### src/rtl/floating_point_pkg.sv
// Shared constants, state encoding and operand-width helper for the FP core stimulus sequencer.
package floating_point_pkg;

    localparam int ROM_AW          = 4;
    localparam int STIM_FIFO_DEPTH = 2;

    typedef enum logic [1:0] {
        ST_IDLE  = 2'd0,
        ST_RUN   = 2'd1,
        ST_DRAIN = 2'd2
    } stim_state_e;

    function automatic int fp_width(input int exp_width, input int man_width);
        return 1 + exp_width + man_width;
    endfunction

endpackage

### src/rtl/floating_point_stim_skid.sv
// Two-entry register FIFO; slot 0 is always the head so the stream outputs come straight from a flop.
module floating_point_stim_skid
    import floating_point_pkg::*;
#(
    parameter int DW = 69,
    localparam int CW = $clog2(STIM_FIFO_DEPTH + 1)
) (
    input  logic          clk,
    input  logic          rst_n,
    input  logic          push,
    input  logic [DW-1:0] push_data,
    input  logic          pop,
    output logic [DW-1:0] head_data,
    output logic [CW-1:0] count
);

    logic [DW-1:0] mem_q [STIM_FIFO_DEPTH];
    logic [DW-1:0] mem_d [STIM_FIFO_DEPTH];
    logic [CW-1:0] cnt_q, cnt_d;

    always_comb begin
        mem_d = mem_q;
        cnt_d = cnt_q;
        unique case ({push, pop})
            2'b10: begin
                mem_d[cnt_q[0]] = push_data;
                cnt_d           = cnt_q + 1'b1;
            end
            2'b01: begin
                mem_d[0] = mem_q[1];
                cnt_d    = cnt_q - 1'b1;
            end
            2'b11: begin
                if (cnt_q == CW'(2)) begin
                    mem_d[0] = mem_q[1];
                    mem_d[1] = push_data;
                end else begin
                    mem_d[0] = push_data;
                end
            end
            default: ;
        endcase
    end

    // NOTE: storage is reset too, because the head slot drives tdata/tuser/tlast, which must read 0 out of reset.
    always_ff @(posedge clk or negedge rst_n) begin
        if (!rst_n) begin
            for (int i = 0; i < STIM_FIFO_DEPTH; i++) mem_q[i] <= '0;
            cnt_q <= '0;
        end else begin
            mem_q <= mem_d;
            cnt_q <= cnt_d;
        end
    end

    assign head_data = mem_q[0];
    assign count     = cnt_q;

endmodule

### src/rtl/floating_point_stim_gen.sv
// Stimulus sequencer: walks the operand ROMs and streams {B, A} pairs to the FP core over AXI4-Stream.
module floating_point_stim_gen
    import floating_point_pkg::*;
#(
    parameter int EXP_WIDTH = 8,
    parameter int MAN_WIDTH = 23,
    parameter int NUM_VEC   = 10,
    localparam int W        = fp_width(EXP_WIDTH, MAN_WIDTH)
) (
    input  logic              clk,
    input  logic              rst_n,
    input  logic              start,
    output logic              busy,
    output logic              done,
    output logic [ROM_AW-1:0] rom_rd_addr,
    input  logic [W-1:0]      rom_a_dout,
    input  logic [W-1:0]      rom_b_dout,
    output logic              m_axis_tvalid,
    input  logic              m_axis_tready,
    output logic [2*W-1:0]    m_axis_tdata,
    output logic              m_axis_tlast,
    output logic [ROM_AW-1:0] m_axis_tuser
);

    localparam int DW  = 2*W + ROM_AW + 1;
    localparam int CW  = ROM_AW + 1;
    localparam int FCW = $clog2(STIM_FIFO_DEPTH + 1);
    localparam int OW  = FCW + 1;
    localparam logic [CW-1:0]     NUM_VEC_C = CW'(NUM_VEC);
    localparam logic [ROM_AW-1:0] LAST_IDX  = ROM_AW'(NUM_VEC - 1);

    stim_state_e       state_q, state_d;
    logic [CW-1:0]     issue_cnt_q, issue_cnt_d;
    logic [ROM_AW-1:0] out_cnt_q, out_cnt_d;
    logic [ROM_AW-1:0] rd_idx_q, rd_idx_d;
    logic              rd_vld_q, rd_vld_d;
    logic              busy_q, busy_d;
    logic              done_q, done_d;

    logic [FCW-1:0]    fifo_cnt;
    logic [DW-1:0]     push_data, head_data;
    logic [OW-1:0]     credit_occ;
    logic              pop, issue;

    assign pop = m_axis_tvalid & m_axis_tready;

    // Occupancy after this cycle counts the read still in flight, so the FIFO can never be overrun.
    assign credit_occ = OW'(fifo_cnt) + OW'(rd_vld_q) - OW'(pop);
    assign issue      = (state_q == ST_RUN) && (issue_cnt_q != NUM_VEC_C) && (credit_occ < OW'(2));

    assign push_data = {rom_b_dout, rom_a_dout, rd_idx_q, rd_idx_q == LAST_IDX};

    always_comb begin
        state_d     = state_q;
        issue_cnt_d = issue_cnt_q;
        out_cnt_d   = out_cnt_q;
        rd_idx_d    = rd_idx_q;
        rd_vld_d    = issue;
        busy_d      = busy_q;
        done_d      = 1'b0;

        if (issue) begin
            issue_cnt_d = issue_cnt_q + 1'b1;
            rd_idx_d    = issue_cnt_q[ROM_AW-1:0];
        end
        if (pop) out_cnt_d = out_cnt_q + 1'b1;

        unique case (state_q)
            ST_IDLE: begin
                if (start) begin
                    state_d     = ST_RUN;
                    issue_cnt_d = '0;
                    out_cnt_d   = '0;
                    busy_d      = 1'b1;
                end
            end
            ST_RUN: begin
                if (issue_cnt_q == NUM_VEC_C) state_d = ST_DRAIN;
            end
            ST_DRAIN: begin
                if (pop && (out_cnt_q == LAST_IDX)) begin
                    state_d = ST_IDLE;
                    busy_d  = 1'b0;
                    done_d  = 1'b1;
                end
            end
            default: state_d = ST_IDLE;
        endcase
    end

    // NOTE: every flop updates with <= so all of them see the same pre-edge values of their neighbours.
    always_ff @(posedge clk or negedge rst_n) begin
        if (!rst_n) begin
            state_q     <= ST_IDLE;
            issue_cnt_q <= '0;
            out_cnt_q   <= '0;
            rd_idx_q    <= '0;
            rd_vld_q    <= 1'b0;
            busy_q      <= 1'b0;
            done_q      <= 1'b0;
        end else begin
            state_q     <= state_d;
            issue_cnt_q <= issue_cnt_d;
            out_cnt_q   <= out_cnt_d;
            rd_idx_q    <= rd_idx_d;
            rd_vld_q    <= rd_vld_d;
            busy_q      <= busy_d;
            done_q      <= done_d;
        end
    end

    floating_point_stim_skid #(
        .DW (DW)
    ) u_skid (
        .clk       (clk),
        .rst_n     (rst_n),
        .push      (rd_vld_q),
        .push_data (push_data),
        .pop       (pop),
        .head_data (head_data),
        .count     (fifo_cnt)
    );

    assign busy          = busy_q;
    assign done          = done_q;
    assign rom_rd_addr   = issue_cnt_q[ROM_AW-1:0];
    assign m_axis_tvalid = (fifo_cnt != '0);
    assign m_axis_tdata  = head_data[DW-1:ROM_AW+1];
    assign m_axis_tuser  = head_data[ROM_AW:1];
    assign m_axis_tlast  = head_data[0];

endmodule

### config.mk
export PLATFORM = sky130hd
export DESIGN_NAME = floating_point_stim_gen
export DESIGN_NICKNAME = d
export VERILOG_FILES = /design/src/rtl/floating_point_pkg.sv /design/src/rtl/floating_point_stim_skid.sv /design/src/rtl/floating_point_stim_gen.sv
export SDC_FILE = /design/constraint.sdc
export NUM_CORES = 1
export LEC_CHECK = 0
export CORE_MARGIN = 1.5
export CORE_UTILIZATION = 30
export CTS_CLUSTER_DIAMETER = 80
export CTS_CLUSTER_SIZE = 10
export DETAILED_ROUTE_END_ITERATION = 10
export SLEW_MARGIN = 0
export SYNTH_ARGS = -nofsm -noshare
export SYNTH_HDL_FRONTEND = slang
export SYNTH_SLANG_ARGS = --single-unit
### constraint.sdc
create_clock -name clk -period 2.9 [get_ports clk]
set_input_delay 0.58 -clock clk [delete_from_list [all_inputs] [get_ports clk]]
set_output_delay 0.58 -clock clk [all_outputs]
set_load 0.005 [all_outputs]
==> impl_metrics.toml <==
[timing]
hold_viol_final = 0
finalSetupViolCount = 0
report.final.slew_viol_count = 0
fmax_ghz = 0.3681
min_period_ns = 2.717
worst_pin_slew_ns = 0.9186
max-slew-margin-rel_pct = 38.76
rsz0062_at_grt = "false"
fin_skew_ns = 0.01234
period_share_pct = 93.68

[cells_and_area]
filler_cell_count = 2871
finalNonFillerCells = 1245
final_common_cell = "dfrtp_1"
syn_to_final_growth_pct = 23.39
final_cell_mix = "dfrtp_1 (157), clkdlybuf4s50_1 (142), a31oi_1 (138)"
final_cell_area_um2 = 10690
final_nets = 924
drive_gt1_share_pct = 17.35

[drt]
routedWlPerCell_um = 20.01
route.detailed.drc = 0
initialDrtViolationCount = 522
wirelength_um = 24910
vias_per_cell = 5.667
dr.pass1.iters = 4
vias = 7055
antenna_left = 0

[worst_setup_path]
crit_family = "buffers and inverters"
worst_path_max_delay_cell = "buf_4"
crit_path_max_fanout = 54
worst-path-buf-inv = 2
required_ns = 2.32
path_class = "register to output pin"
cp-end-kind = "output pin"
arrival_ns = 2.14
r2r-end = "rd_idx_q[1]$_DFFE_PN0P_"
r2r_cells = 7
critPathMaxStageDelay_ns = 0.56
start_kind = "register"
r2r_start = "u_skid.count[0]$_DFFE_PN0P_"
ff2ff_setup_slack_ns = 0.33
cp_cell_sequence = "buf_4, or2_2, clkdlybuf4s50_1"

[clock_tree]
h-tree-depth = 4
post-cts-setup-buffers = 0
cts.sinks = 158
cts_hold_buf = 0
cts.clk_slew.worst_paths_ns = 0.06
clock_path_buffers = 2
clk_latency_ns = 0.42
cts_tree = "built"
clock-root-buffer = "clkbuf_16"
cts_made_buffers = 17
ctsResizeCount = 0

[yosys]
seq_area_frac_synth_pct = 45.62
synth.distinct_cells = 45
syn_nets = 896
netlist_area_um2 = 8667
synth_area_leader_cell = "dfrtp_1"
ys_ff_latch = 158
synth_flop_cell = "dfrtp_1"
yosysWarnings = 0
synth_top_area_share_pct = 45.62
synth_area_per_cell_um2 = 10.60
synthArstFlopShare_pct = 100.0
synth_edf_count = 0
synth_cells = 818
synthTopCellsByArea = "dfrtp_1 (46%), a31oi_1 (10%), mux2_2 (9.4%), nor4b_1 (7.0%), a32oi_1 (6.9%)"

[global_routing]
grt_pass1_wl_um = 40080
antenna_found_initial = 2
grt_max_degree = 80
grt_pass1_vias = 7165
gr-total-overflow = 0
grt_use_total_pct = 16.77

[die]
floorplan.initialDensity_pct = 30.36
die_x_um = 173.0
core_area_um2 = 28550
die_height_um = 173.0
dieArea_um2 = 29920
pin_count = 144
rows = 62

[run_status]
status = "finished, final reports clean"

[power_and_ir_drop]
p_per_area_nw_per_um2 = 1184
leakagePower_nw = 3.843
vdd_drop_max_mv = 0.5310

[place]
gp_congestion = 0.7107
placed_area_um2 = 10100
port_buffers = 143
placed_cells = 1211
dp_hpwl_um = 14300

[hold_path]
holdCritPathClass = "input port to async pin"

[job]
cap_violations = 0
registers in the layout, indices dropped and copies added, names as in the netlist:
register,count
out_cnt_q,4
done,1
u_skid.count,2
issue_cnt_q,5
u_skid.head_data,69
busy,1
rd_vld_q,1
rd_idx_q,4
state_q,2
u_skid.mem_q,69
report_power, final:
part	switching, mW	internal (mW)
Clock	0.991	1.32
Sequential	0.831	3.36
Combinational	3.16	3.00
per-stage QoR:
| stage | util (%) | setup TNS, ns | worst slack (ns) | total power, mW | hold WS [ns] |
|---|---|---|---|---|---|
| after global placement | 35.37 | -0.6017 | -0.1186 | 10.26 | 0.4710 |
| final | 37.46 | 0 | 0.1833 | 12.66 | 0.09672 |
| after CTS | 37.44 | 0 | 0.1388 | 12.78 | 0.1173 |
| after detailed placement | 35.37 | -1.058 | -0.1698 | 10.42 | 0.4741 |
| after global routing | 37.46 | 0 | 0.1036 | 13.58 | 0.1363 |
| after floorplan | - | 0 | 0.007130 | 8.390 | 0.2844 |
worst max path at each step:
stage / startpoint / endpoint / slack, ns / cells past startpoint
finish: u_skid.count[0]$_DFFE_PN0P_ / m_axis_tvalid / 0.18 / 3
global route: u_skid.count[0]$_DFFE_PN0P_ / m_axis_tvalid / 0.10 / 3
CTS: u_skid.count[0]$_DFFE_PN0P_ / m_axis_tvalid / 0.14 / 3
detailed placement: m_axis_tready / rd_idx_q[1]$_DFFE_PN0P_ / -0.17 / 8
global placement: m_axis_tready / rd_idx_q[0]$_DFFE_PN0P_ / -0.12 / 8
floorplan: u_skid.count[0]$_DFFE_PN0P_ / rd_idx_q[0]$_DFFE_PN0P_ / 0.007 / 10
logic make-up (layout without fill, tap and decap cells):
logic type / after synthesis / after routing / synth area share [%]
compound gates: 288 / 288 / 21.87
buf+inv: 174 / 215 / 11.16
flops: 158 / 158 / 45.62
simple gates: 106 / 106 / 9.398
mux: 76 / 76 / 9.817
fa+ha+maj: 10 / 10 / 1.530
xor+xnor: 6 / 6 / 0.6064
other cells: 0 / 2 / 0
worst reg2reg max path, delay by kind of cell (launching register included):
family | cells | cell delay, ns
adders and majority gates | 2 | 0.80
DFF | 1 | 0.50
and+or+nand+nor | 3 | 0.59
muxes | 1 | 0.37
AOI/OAI and AO/OA | 1 | 0.21
layout make-up:
cell class	count	area [µm²]	share of cell area (%)
diodes	2	5.005	0.04680
clock buffers	20	456.7	4.271
clock inverters	12	136.4	1.275
inverters	8	30.03	0.2808
multi-input cells	486	3792	35.46
flip-flops and latches	158	3958	37.01
well taps	384	480.5	4.493
repair buffers	175	1836	17.16
metal layers:
layer	global-route usage, %	vias up	part of all wire, %
li1	-	3190	-
met1	21.84	3617	45
met2	27.79	223	49
met3	3.012	25	4.6
met4	6.268	0	1.5
met5	0	-	0
cell usage after synthesis (all sizes together), types with 4 or more instances:
cell type,number
nor2,6
clkbuf,72
a32oi,68
inv,7
mux2i,4
nand2,10
ha,9
a21oi,71
a31oi,138
nor4b,69
buf,94
dfrtp,158
mux2,72
No activity file was read; power rests on OpenSTA's default activity.
